## src/rtl/fetch_queue_pkg.sv

```systemverilog
// Shared fetch-queue configuration: lane widths, depth, derived pointer widths
// and the per-instruction storage entry.
package fetch_queue_pkg;

  localparam int unsigned FETCH_WIDTH       = 2;
  localparam int unsigned PIPE_WIDTH        = 2;
  localparam int unsigned FETCH_QUEUE_DEPTH = 16;
  localparam int unsigned ADDR_BITS         = 32;
  localparam int unsigned INST_BITS         = 32;

  // Pointers carry one wrap bit above the index so a full queue is distinguishable from empty.
  localparam int unsigned IDX_BITS   = $clog2(FETCH_QUEUE_DEPTH);
  localparam int unsigned PTR_BITS   = IDX_BITS + 1;
  localparam int unsigned CNT_BITS   = $clog2(FETCH_QUEUE_DEPTH + 1);
  localparam int unsigned ENQ_N_BITS = $clog2(FETCH_WIDTH + 1);
  localparam int unsigned DEQ_N_BITS = $clog2(PIPE_WIDTH + 1);

  typedef struct packed {
    logic [ADDR_BITS-1:0] pc;
    logic [INST_BITS-1:0] inst;
  } fq_entry_t;

endpackage

```

## src/rtl/fetch_queue_if.sv

```systemverilog
// Fetch-queue handshake bundle: I-cache enqueue side, decoder dequeue side, flush.
interface fetch_queue_if;
  import fetch_queue_pkg::*;

  logic                         flush;
  logic                         enq_val;
  logic                         enq_rdy;
  logic [ADDR_BITS-1:0]         enq_pc;
  logic [FETCH_WIDTH*INST_BITS-1:0] enq_insts;
  logic [FETCH_WIDTH-1:0]       enq_mask;
  logic [PIPE_WIDTH-1:0]        deq_val;
  logic [INST_BITS-1:0]         deq_insts [PIPE_WIDTH];
  logic [ADDR_BITS-1:0]         deq_pcs   [PIPE_WIDTH];
  logic [DEQ_N_BITS-1:0]        deq_cnt;
  logic [CNT_BITS-1:0]          count;

  modport master (
    output flush, enq_val, enq_pc, enq_insts, enq_mask, deq_cnt,
    input  enq_rdy, deq_val, deq_insts, deq_pcs, count
  );

  modport slave (
    input  flush, enq_val, enq_pc, enq_insts, enq_mask, deq_cnt,
    output enq_rdy, deq_val, deq_insts, deq_pcs, count
  );

endinterface

```

## src/rtl/fetch_queue_popcount.sv

```systemverilog
// N-bit population count; sizes enqueue packets and bounds decoder dequeue counts.
module fetch_queue_popcount #(
  parameter int unsigned N = 2
) (
  input  logic [N-1:0]             bits_i,
  output logic [$clog2(N+1)-1:0]   cnt_o
);

  localparam int unsigned W = $clog2(N + 1);

  // Sum the set bits.
  always_comb begin
    cnt_o = '0;
    for (int unsigned i = 0; i < N; i++) begin
      cnt_o = cnt_o + W'(bits_i[i]);
    end
  end

endmodule

```

## src/rtl/fetch_queue.sv

```systemverilog
// Per-instruction circular queue between I-cache and decoder.
// Optional macro FETCH_QUEUE_BYPASS_EN: when the queue is empty, head lanes are
// forwarded combinationally from the enqueue inputs in the same cycle.
module fetch_queue
  import fetch_queue_pkg::*;
(
  input  logic          clk,
  input  logic          rst,
  fetch_queue_if.slave  fq
);

  localparam int unsigned DEPTH = FETCH_QUEUE_DEPTH;

  logic [PTR_BITS-1:0]   rptr_q, rptr_d, wptr_q, wptr_d;
  logic [CNT_BITS-1:0]   count;
  logic [ENQ_N_BITS-1:0] enq_n;
  logic [DEQ_N_BITS-1:0] deq_pop, deq_n, deq_skip;
  logic                  enq_rdy, enq_fire, bypass;
  logic [PIPE_WIDTH-1:0] deq_val;

  fq_entry_t             mem_q  [DEPTH];
  fq_entry_t             rd_ent [PIPE_WIDTH];
  logic [FETCH_WIDTH-1:0] wr_en;
  logic [IDX_BITS-1:0]   wr_idx  [FETCH_WIDTH];
  fq_entry_t             wr_data [FETCH_WIDTH];

  fetch_queue_popcount #(.N(FETCH_WIDTH)) u_enq_pop (.bits_i(fq.enq_mask), .cnt_o(enq_n));
  fetch_queue_popcount #(.N(PIPE_WIDTH))  u_deq_pop (.bits_i(deq_val),     .cnt_o(deq_pop));

  assign count    = CNT_BITS'(wptr_q - rptr_q);
  assign enq_rdy  = ~rst & ~fq.flush & ((CNT_BITS'(DEPTH) - count) >= CNT_BITS'(FETCH_WIDTH));
  assign enq_fire = fq.enq_val & enq_rdy;

  assign fq.enq_rdy = enq_rdy;
  assign fq.count   = count;
  assign fq.deq_val = deq_val;

`ifdef FETCH_QUEUE_BYPASS_EN
  assign bypass = enq_fire & (count == '0);
`else
  assign bypass = 1'b0;
`endif

  // Over-asks from the decoder are clamped to the lanes actually valid.
  assign deq_n    = (fq.deq_cnt > deq_pop) ? deq_pop : fq.deq_cnt;
  // Bypassed lanes consumed this cycle are never written to storage.
  assign deq_skip = bypass ? deq_n : '0;

  // Head lanes: read mux from storage, or enqueue lanes when bypassing an empty queue.
  always_comb begin
    for (int unsigned j = 0; j < PIPE_WIDTH; j++) begin
      rd_ent[j]  = mem_q[IDX_BITS'(rptr_q[IDX_BITS-1:0] + IDX_BITS'(j))];
      deq_val[j] = (j < 32'(count)) & ~fq.flush & ~rst;
      if (bypass) begin
        deq_val[j]     = (j < 32'(enq_n));
        rd_ent[j].pc   = fq.enq_pc + ADDR_BITS'(4 * j);
        rd_ent[j].inst = fq.enq_insts[j*INST_BITS +: INST_BITS];
      end
      fq.deq_pcs[j]   = deq_val[j] ? rd_ent[j].pc   : '0;
      fq.deq_insts[j] = deq_val[j] ? rd_ent[j].inst : '0;
    end
  end

  // Per-lane write enables, slots and payloads; lanes shift down past bypassed ones.
  always_comb begin
    for (int unsigned i = 0; i < FETCH_WIDTH; i++) begin
      wr_en[i]        = enq_fire & (i < 32'(enq_n)) & (i >= 32'(deq_skip));
      wr_idx[i]       = IDX_BITS'(wptr_q[IDX_BITS-1:0] + IDX_BITS'(i) - IDX_BITS'(deq_skip));
      wr_data[i].pc   = fq.enq_pc + ADDR_BITS'(4 * i);
      wr_data[i].inst = fq.enq_insts[i*INST_BITS +: INST_BITS];
    end
  end

  // Next pointers: enqueue and dequeue in the same cycle both take effect.
  always_comb begin
    wptr_d = wptr_q;
    rptr_d = rptr_q;
    if (enq_fire) wptr_d = wptr_q + PTR_BITS'(enq_n) - PTR_BITS'(deq_skip);
    if (!bypass)  rptr_d = rptr_q + PTR_BITS'(deq_n);
  end

  // Pointer state; flush discards everything in flight.
  always_ff @(posedge clk or posedge rst) begin
    if (rst) begin
      rptr_q <= '0;
      wptr_q <= '0;
    end else if (fq.flush) begin
      rptr_q <= '0;
      wptr_q <= '0;
    end else begin
      rptr_q <= rptr_d;
      wptr_q <= wptr_d;
    end
  end

  // Instruction storage; contents survive reset and flush, only pointers are cleared.
  always_ff @(posedge clk) begin
    for (int unsigned i = 0; i < FETCH_WIDTH; i++) begin
      if (wr_en[i]) mem_q[wr_idx[i]] <= wr_data[i];
    end
  end

  // Interface protocol checks.
  always_ff @(posedge clk) begin
    if (!rst) begin
      if (fq.enq_val) assert ((fq.enq_mask & (fq.enq_mask + 1'b1)) == '0);
      assert (count <= CNT_BITS'(DEPTH));
      assert ((deq_val & (deq_val + 1'b1)) == '0);
      if (!fq.flush) assert (fq.deq_cnt <= deq_pop);
    end
  end

endmodule

```

## src/flat_wrapper.sv

```systemverilog
// flat-port wrapper written by rule: the top's interface ports become plain ports
module fetch_queue_flat import fetch_queue_pkg::*;
  (clk, rst, fq_flush, fq_enq_val, fq_enq_pc, fq_enq_insts, fq_enq_mask, fq_deq_cnt, fq_enq_rdy, fq_deq_val, fq_deq_insts, fq_deq_pcs, fq_count);
  fetch_queue_if fq_i ();
  input  logic clk;
  input  logic rst;
  input wire logic [$bits(fq_i.flush)-1:0] fq_flush;
  input wire logic [$bits(fq_i.enq_val)-1:0] fq_enq_val;
  input wire logic [$bits(fq_i.enq_pc)-1:0] fq_enq_pc;
  input wire logic [$bits(fq_i.enq_insts)-1:0] fq_enq_insts;
  input wire logic [$bits(fq_i.enq_mask)-1:0] fq_enq_mask;
  input wire logic [$bits(fq_i.deq_cnt)-1:0] fq_deq_cnt;
  output wire logic [$bits(fq_i.enq_rdy)-1:0] fq_enq_rdy;
  output wire logic [$bits(fq_i.deq_val)-1:0] fq_deq_val;
  output wire logic [$bits(fq_i.deq_insts)-1:0] fq_deq_insts;
  output wire logic [$bits(fq_i.deq_pcs)-1:0] fq_deq_pcs;
  output wire logic [$bits(fq_i.count)-1:0] fq_count;
  assign fq_i.flush = fq_flush;
  assign fq_i.enq_val = fq_enq_val;
  assign fq_i.enq_pc = fq_enq_pc;
  assign fq_i.enq_insts = fq_enq_insts;
  assign fq_i.enq_mask = fq_enq_mask;
  assign fq_i.deq_cnt = fq_deq_cnt;
  assign fq_enq_rdy = fq_i.enq_rdy;
  assign fq_deq_val = fq_i.deq_val;
  assign fq_deq_insts = {>>{fq_i.deq_insts}};
  assign fq_deq_pcs = {>>{fq_i.deq_pcs}};
  assign fq_count = fq_i.count;
  fetch_queue u_core (.clk(clk), .rst(rst), .fq(fq_i));
endmodule
```

## config.mk

```make
export PLATFORM = sky130hd
export DESIGN_NAME = fetch_queue_flat
export DESIGN_NICKNAME = d
export VERILOG_FILES = /design/src/rtl/fetch_queue_pkg.sv /design/src/rtl/fetch_queue_if.sv /design/src/rtl/fetch_queue_popcount.sv /design/src/rtl/fetch_queue.sv /design/src/flat_wrapper.sv
export SDC_FILE = /design/constraint.sdc
export NUM_CORES = 2
export LEC_CHECK = 0
export CORE_ASPECT_RATIO = 0.75
export CORE_MARGIN = 3
export CORE_UTILIZATION = 55
export CTS_CLUSTER_SIZE = 30
export DETAILED_ROUTE_END_ITERATION = 10
export PLACE_DENSITY = 0.76
export REMOVE_ABC_BUFFERS = 1
export SLEW_MARGIN = 20
export SYNTH_ARGS = -nofsm -noshare
export SYNTH_HDL_FRONTEND = slang
export SYNTH_SLANG_ARGS = --single-unit
```

## constraint.sdc

```tcl
create_clock -name clk -period 15.6 [get_ports clk]
set_input_delay 2.34 -clock clk [delete_from_list [all_inputs] [get_ports clk]]
set_output_delay 2.34 -clock clk [all_outputs]
set_load 0.02 [all_outputs]
```

# == After elaboration in Yosys (flattened, before gate mapping) ==
# Memories as Yosys holds them, arrays and structs flattened.
# Cells that the tools add are included.
# totals
reg_bits,10
mem_bits_rw,1024
out_inout_bits,136
memories,1
# classes
n_addsub,9
magnitude_cmp,6
mux,12
n_bitwise,11
reduce_logical,1
# memory_table
memory,words,width,read_ports,rd_clocked_by_memory_dff,write_ports,line,rtl
u_core.mem_q,16,64,2,0,2,fetch_queue.sv:21,fq_entry_t mem_q [DEPTH];
# op_table
cell,n
$mux W32,4
$add A32 B3 Y32 const B,1
$mux W5,3
$add A5 B2 Y5,2
$lt A1 B5 Y1 const A,2
$and A1 B1 Y1,9
$add A4 B1 Y4 const B,2
$ge A5 B2 Y1 const B,1
$sub A5 B5 Y5,1
$sub A5 B5 Y5 const A,1
$add A1 B1 Y2,2
$lt A1 B2 Y1 const A,2
$mux W1,4
$gt A2 B2 Y1,1
$mux W2,1
$not A1 Y1,2
$reduce_bool A2 Y1,1

# == Depth between registers and ports, before layout ==
# logic_depth
ltp_word,9
mapped_depth,24
ltp_nobuf,20

# == By module ==
# From an unflattened synthesis, not the netlist that was laid out.
# unflattened
cells_unflattened,4153
area_unflattened_um2,62961.6
# modules_own_cells
module,instances,cells_per_inst,area_each_um2
fetch_queue,1,4151,62936.6
fetch_queue_popcount,2,1,12.5

# == Worst setup path before layout ==
# No wires, ideal clock.
# synth_timing
kind,input to register
startpoint,input fq_enq_mask[0]
endpoint,memory u_core.mem_q[2][0] in the netlist's numbering (enable)
setup_ns,0.507
arrival_time_ns,6.572
t_required_ns,15.093
slack_ns,8.521
cell_stages,7
cell_sequence,ha_1 -> clkbuf_1 -> and3_1 -> clkbuf_1 -> nand2_1 -> clkbuf_1 -> a21oi_1
# synth_lines
item,line,rtl
from (decl),flat_wrapper.sv:11,input wire logic [$bits(fq_i.enq_mask)-1:0] fq_enq_mask;
to (decl),fetch_queue.sv:21,

# == Worst setup path after layout ==
# layout_timing
startpoint,input fq_flush
endpoint,output fq_deq_pcs[30]
# layout_between
elab_chain_cells,4
# layout_lines
item,line,rtl
from (decl),flat_wrapper.sv:7,input wire logic [$bits(fq_i.flush)-1:0] fq_flush;
$not A1 Y1,fetch_queue.sv:53,deq_val[j] = (j < 32'(count)) & ~fq.flush & ~rst;
$and A1 B1 Y1 (2 in a row),fetch_queue.sv:53,
$mux W32,fetch_queue.sv:59,fq.deq_pcs[j] = deq_val[j] ? rd_ent[j].pc : '0;
to (decl),flat_wrapper.sv:16,output wire logic [$bits(fq_i.deq_pcs)-1:0] fq_deq_pcs;
# No other way between the ends.

==> impl_metrics.env <==
export IMPL_ys_seq_area_share_pct=49.04
export IMPL_slowest_delay_ns=0.73
export IMPL_synthCells=4182
export IMPL_synthDistinctLibCells=53
export IMPL_ys_flop_type="edfxtp_1"
export IMPL_fin_skew_ns=0.02637
export IMPL_path_cells="clkdlybuf4s50_1 > nor2_4 > buf_4 > o41ai_2 > buf_4 > a211oi_1 > clkdlybuf4s50_1"
export IMPL_vias=41720
export IMPL_drive_gt1_share_pct=33.87
export IMPL_path_buf_inv=4
export IMPL_fp_dieW_um=397.5
export IMPL_place_congestion=0.9205
export IMPL_cellLeakagePower_nw=22.66
export IMPL_preCtsSetupSlack_ns=7.296
export IMPL_slew_violations=0
export IMPL_die_area_mm2=0.1191
export IMPL_vias_per_cell=7.210
export IMPL_track_usage_pct=33.13
export IMPL_reg2reg_from="u_core.rptr_q[1]$_DFF_PP0_"
export IMPL_ys_warnings_count=0
export IMPL_wl_um=198300
export IMPL_critPathCaptureType="primary output"
export IMPL_post_drt_wl_per_cell_um=34.27
export IMPL_ys_ff_latch=1034
export IMPL_synth_edf_count=1024
export IMPL_power_mw=9.656
export IMPL_hold_class="flop to flop"
export IMPL_antenna_left=0
export IMPL_cts_hold_buf=0
export IMPL_grt_pass1_vias=41410
export IMPL_core_area_mm2=0.1138
export IMPL_fin_crit_ns=8.170
export IMPL_slew_headroom_pct=20.58
export IMPL_r2r_setup_slack_ns=8.64
export IMPL_setup_viol=0
export IMPL_firstDrtPassIters=6
export IMPL_cts_buffers=105
export IMPL_grt_pass1_wl_um=287000
export IMPL_synth_async_reset_ratio_pct=0.9671
export IMPL_fin_util_pct=61.43
export IMPL_syn_area_mm2=0.06322
export IMPL_start_util_pct=55.55
export IMPL_drcViolationCount=0
export IMPL_critical_path_top_delay_family="buffers and inverters"
export IMPL_syn_to_final_growth_pct=10.57
export IMPL_antenna_found_initial=10
export IMPL_cts_reportedPaths_clkPinSlew_ns=0.06
export IMPL_worst_ep_arrival_time_ns=5.83
export IMPL_hpwl_um=113000
export IMPL_final_common_cell="edfxtp_1"
export IMPL_insertion_delay_ns=0.72
export IMPL_cp_depth=7
export IMPL_synth_avg_cell_area_um2=15.12
export IMPL_crit_slowest_cell="clkdlybuf4s50_1"
export IMPL_tightest_slew_ns=1.191
export IMPL_critPathCapture="fq_deq_pcs[30]"
export IMPL_cp_start_kind="input pin"
export IMPL_worst_endpoint_required_ns=13.26
export IMPL_fp_dieH_um=299.6
export IMPL_fin_tns_setup_ns=0
export IMPL_io_pins=240
export IMPL_postCtsSetupRepairBufs=0
export IMPL_min_period_over_period_pct=52.37
export IMPL_hold_viol=0
export IMPL_clockBufferDepth=3
export IMPL_cts_sinks=1034
export IMPL_tritoncts="done"
export IMPL_ctsResizeCount=0
export IMPL_timing_fmax_mhz=122.4
export IMPL_portBuffers=239
export IMPL_r2r_end="u_core.mem_q[2][31]$_DFFE_PP_"
export IMPL_grt_start_max_net_pins=151
export IMPL_cts_root_buffer="clkbuf_16"
export IMPL_status="complete, no violations"
export IMPL_crit_fanout=69
export IMPL_overflow=0
export IMPL_most_common_layout_cells="edfxtp_1, mux4_2, mux2_4"
export IMPL_ir_worst_vdd_mv=0.2445
export IMPL_crit_type="input pin to primary output"
export IMPL_rows=107
export IMPL_startpoint="fq_flush"
export IMPL_cellPowerDensity_mw_per_mm2=138.1
export IMPL_maxCapViolations=0
export IMPL_reg2reg_depth=11
export IMPL_drt_iter0_drc=6729
export IMPL_htreeDepth=3
export IMPL_rsz0062_at_grt="false"
export IMPL_fin_ws_ns=7.430
export IMPL_final_nets=4295
==> report_power, final <==
group / internal [mW] / switching (mW) / total (mW)
registers: 3.08 / 0.0534 / 3.13
logic: 1.86 / 2.19 / 4.05
clock network: 1.36 / 1.11 / 2.47
total: 6.30 / 3.36 / 9.66
==> worst min-delay path by stage <==
stage | cells after the start | end | start | slack (ns)
2_1_floorplan | 2 | u_core.rptr_q[4]$_DFF_PP0_ | u_core.rptr_q[4]$_DFF_PP0_ | 0.52
3_3_place_gp | 2 | u_core.rptr_q[4]$_DFF_PP0_ | u_core.rptr_q[4]$_DFF_PP0_ | 0.54
3_5_place_dp | 2 | u_core.rptr_q[4]$_DFF_PP0_ | u_core.rptr_q[4]$_DFF_PP0_ | 0.55
4_1_cts | 2 | u_core.rptr_q[4]$_DFF_PP0_ | u_core.rptr_q[4]$_DFF_PP0_ | 0.57
5_1_grt | 2 | u_core.rptr_q[4]$_DFF_PP0_ | u_core.rptr_q[4]$_DFF_PP0_ | 0.63
6_report | 2 | u_core.rptr_q[4]$_DFF_PP0_ | u_core.rptr_q[4]$_DFF_PP0_ | 0.56
==> routing by layer <==
metal	vias to the layer above	global-route usage (%)	share of wire (%)
met5	-	0	0.013
met4	4	13.01	4.4
li1	16480	-	-
met2	3405	49.59	45
met1	21270	45.96	37
met3	561	9.756	14
==> cells in the mapped netlist, types with 73 or more instances <==
| cell type | instances | area share (%) |
|---|---|---|
| a21oi_1 | 87 | 0.69 |
| mux2_2 | 230 | 4.1 |
| xor2_1 | 222 | 3.1 |
| mux4_2 | 576 | 21 |
| o21ai_0 | 227 | 1.8 |
| and3_1 | 73 | 0.72 |
| edfxtp_1 | 1024 | 49 |
| clkbuf_1 | 248 | 1.5 |
| xnor2_1 | 100 | 1.4 |
| nand3_1 | 93 | 0.74 |
| nand2_1 | 81 | 0.48 |
| buf_2 | 88 | 0.70 |
| a211oi_1 | 128 | 1.5 |
| buf_1 | 87 | 0.52 |
| nor2_1 | 287 | 1.7 |
| mux2_4 | 300 | 7.1 |
==> final cells by class <==
cell class	count	area [um^2]
antenna	9	22.52
multi-input combinational	2657	30250
tap	1526	1909
inverter	19	76.32
fill	8306	43890
timing repair buffer	353	3383
sequential	1034	31010
clock buffer	126	2728
clock inverter	63	518.0
==> worst reg2reg max path, stage by stage, from the launching register on <==
cell      delay (ns)
dfrtp_4         1.00
buf_4           0.78
fa_1            0.66
ha_1            0.26
xnor2_1         0.32
nand3b_4        0.34
o21ai_4         0.78
buf_4           0.73
buf_4           0.78
nor2_8          0.11
buf_4           0.47
mux2_4          0.46
==> sequential cells by signal, indices dropped and copies added (netlist names) <==
| name | count |
|---|---|
| u_core.rptr_q | 5 |
| u_core.mem_q | 1024 |
| u_core.wptr_q | 5 |
==> cells by family after synthesis <==
family,synth area share (%)
compound gates,4.338
xor+xnor,4.513
fa+ha+maj,0.4513
buf+inv,3.596
flops,49.04
mux,32.79
simple gates,5.271
==> stage by stage <==
step,std cells,area [um^2],hold WS [ns]
global route,5781,69890,0.6267
CTS,5774,69740,0.5652
global placement,5583,66440,0.5390
finish,5787,69900,0.5643
detailed placement,5585,66490,0.5530
floorplan,3710,61010,0.5238
Note: power is estimated with default switching activity, not from simulation.
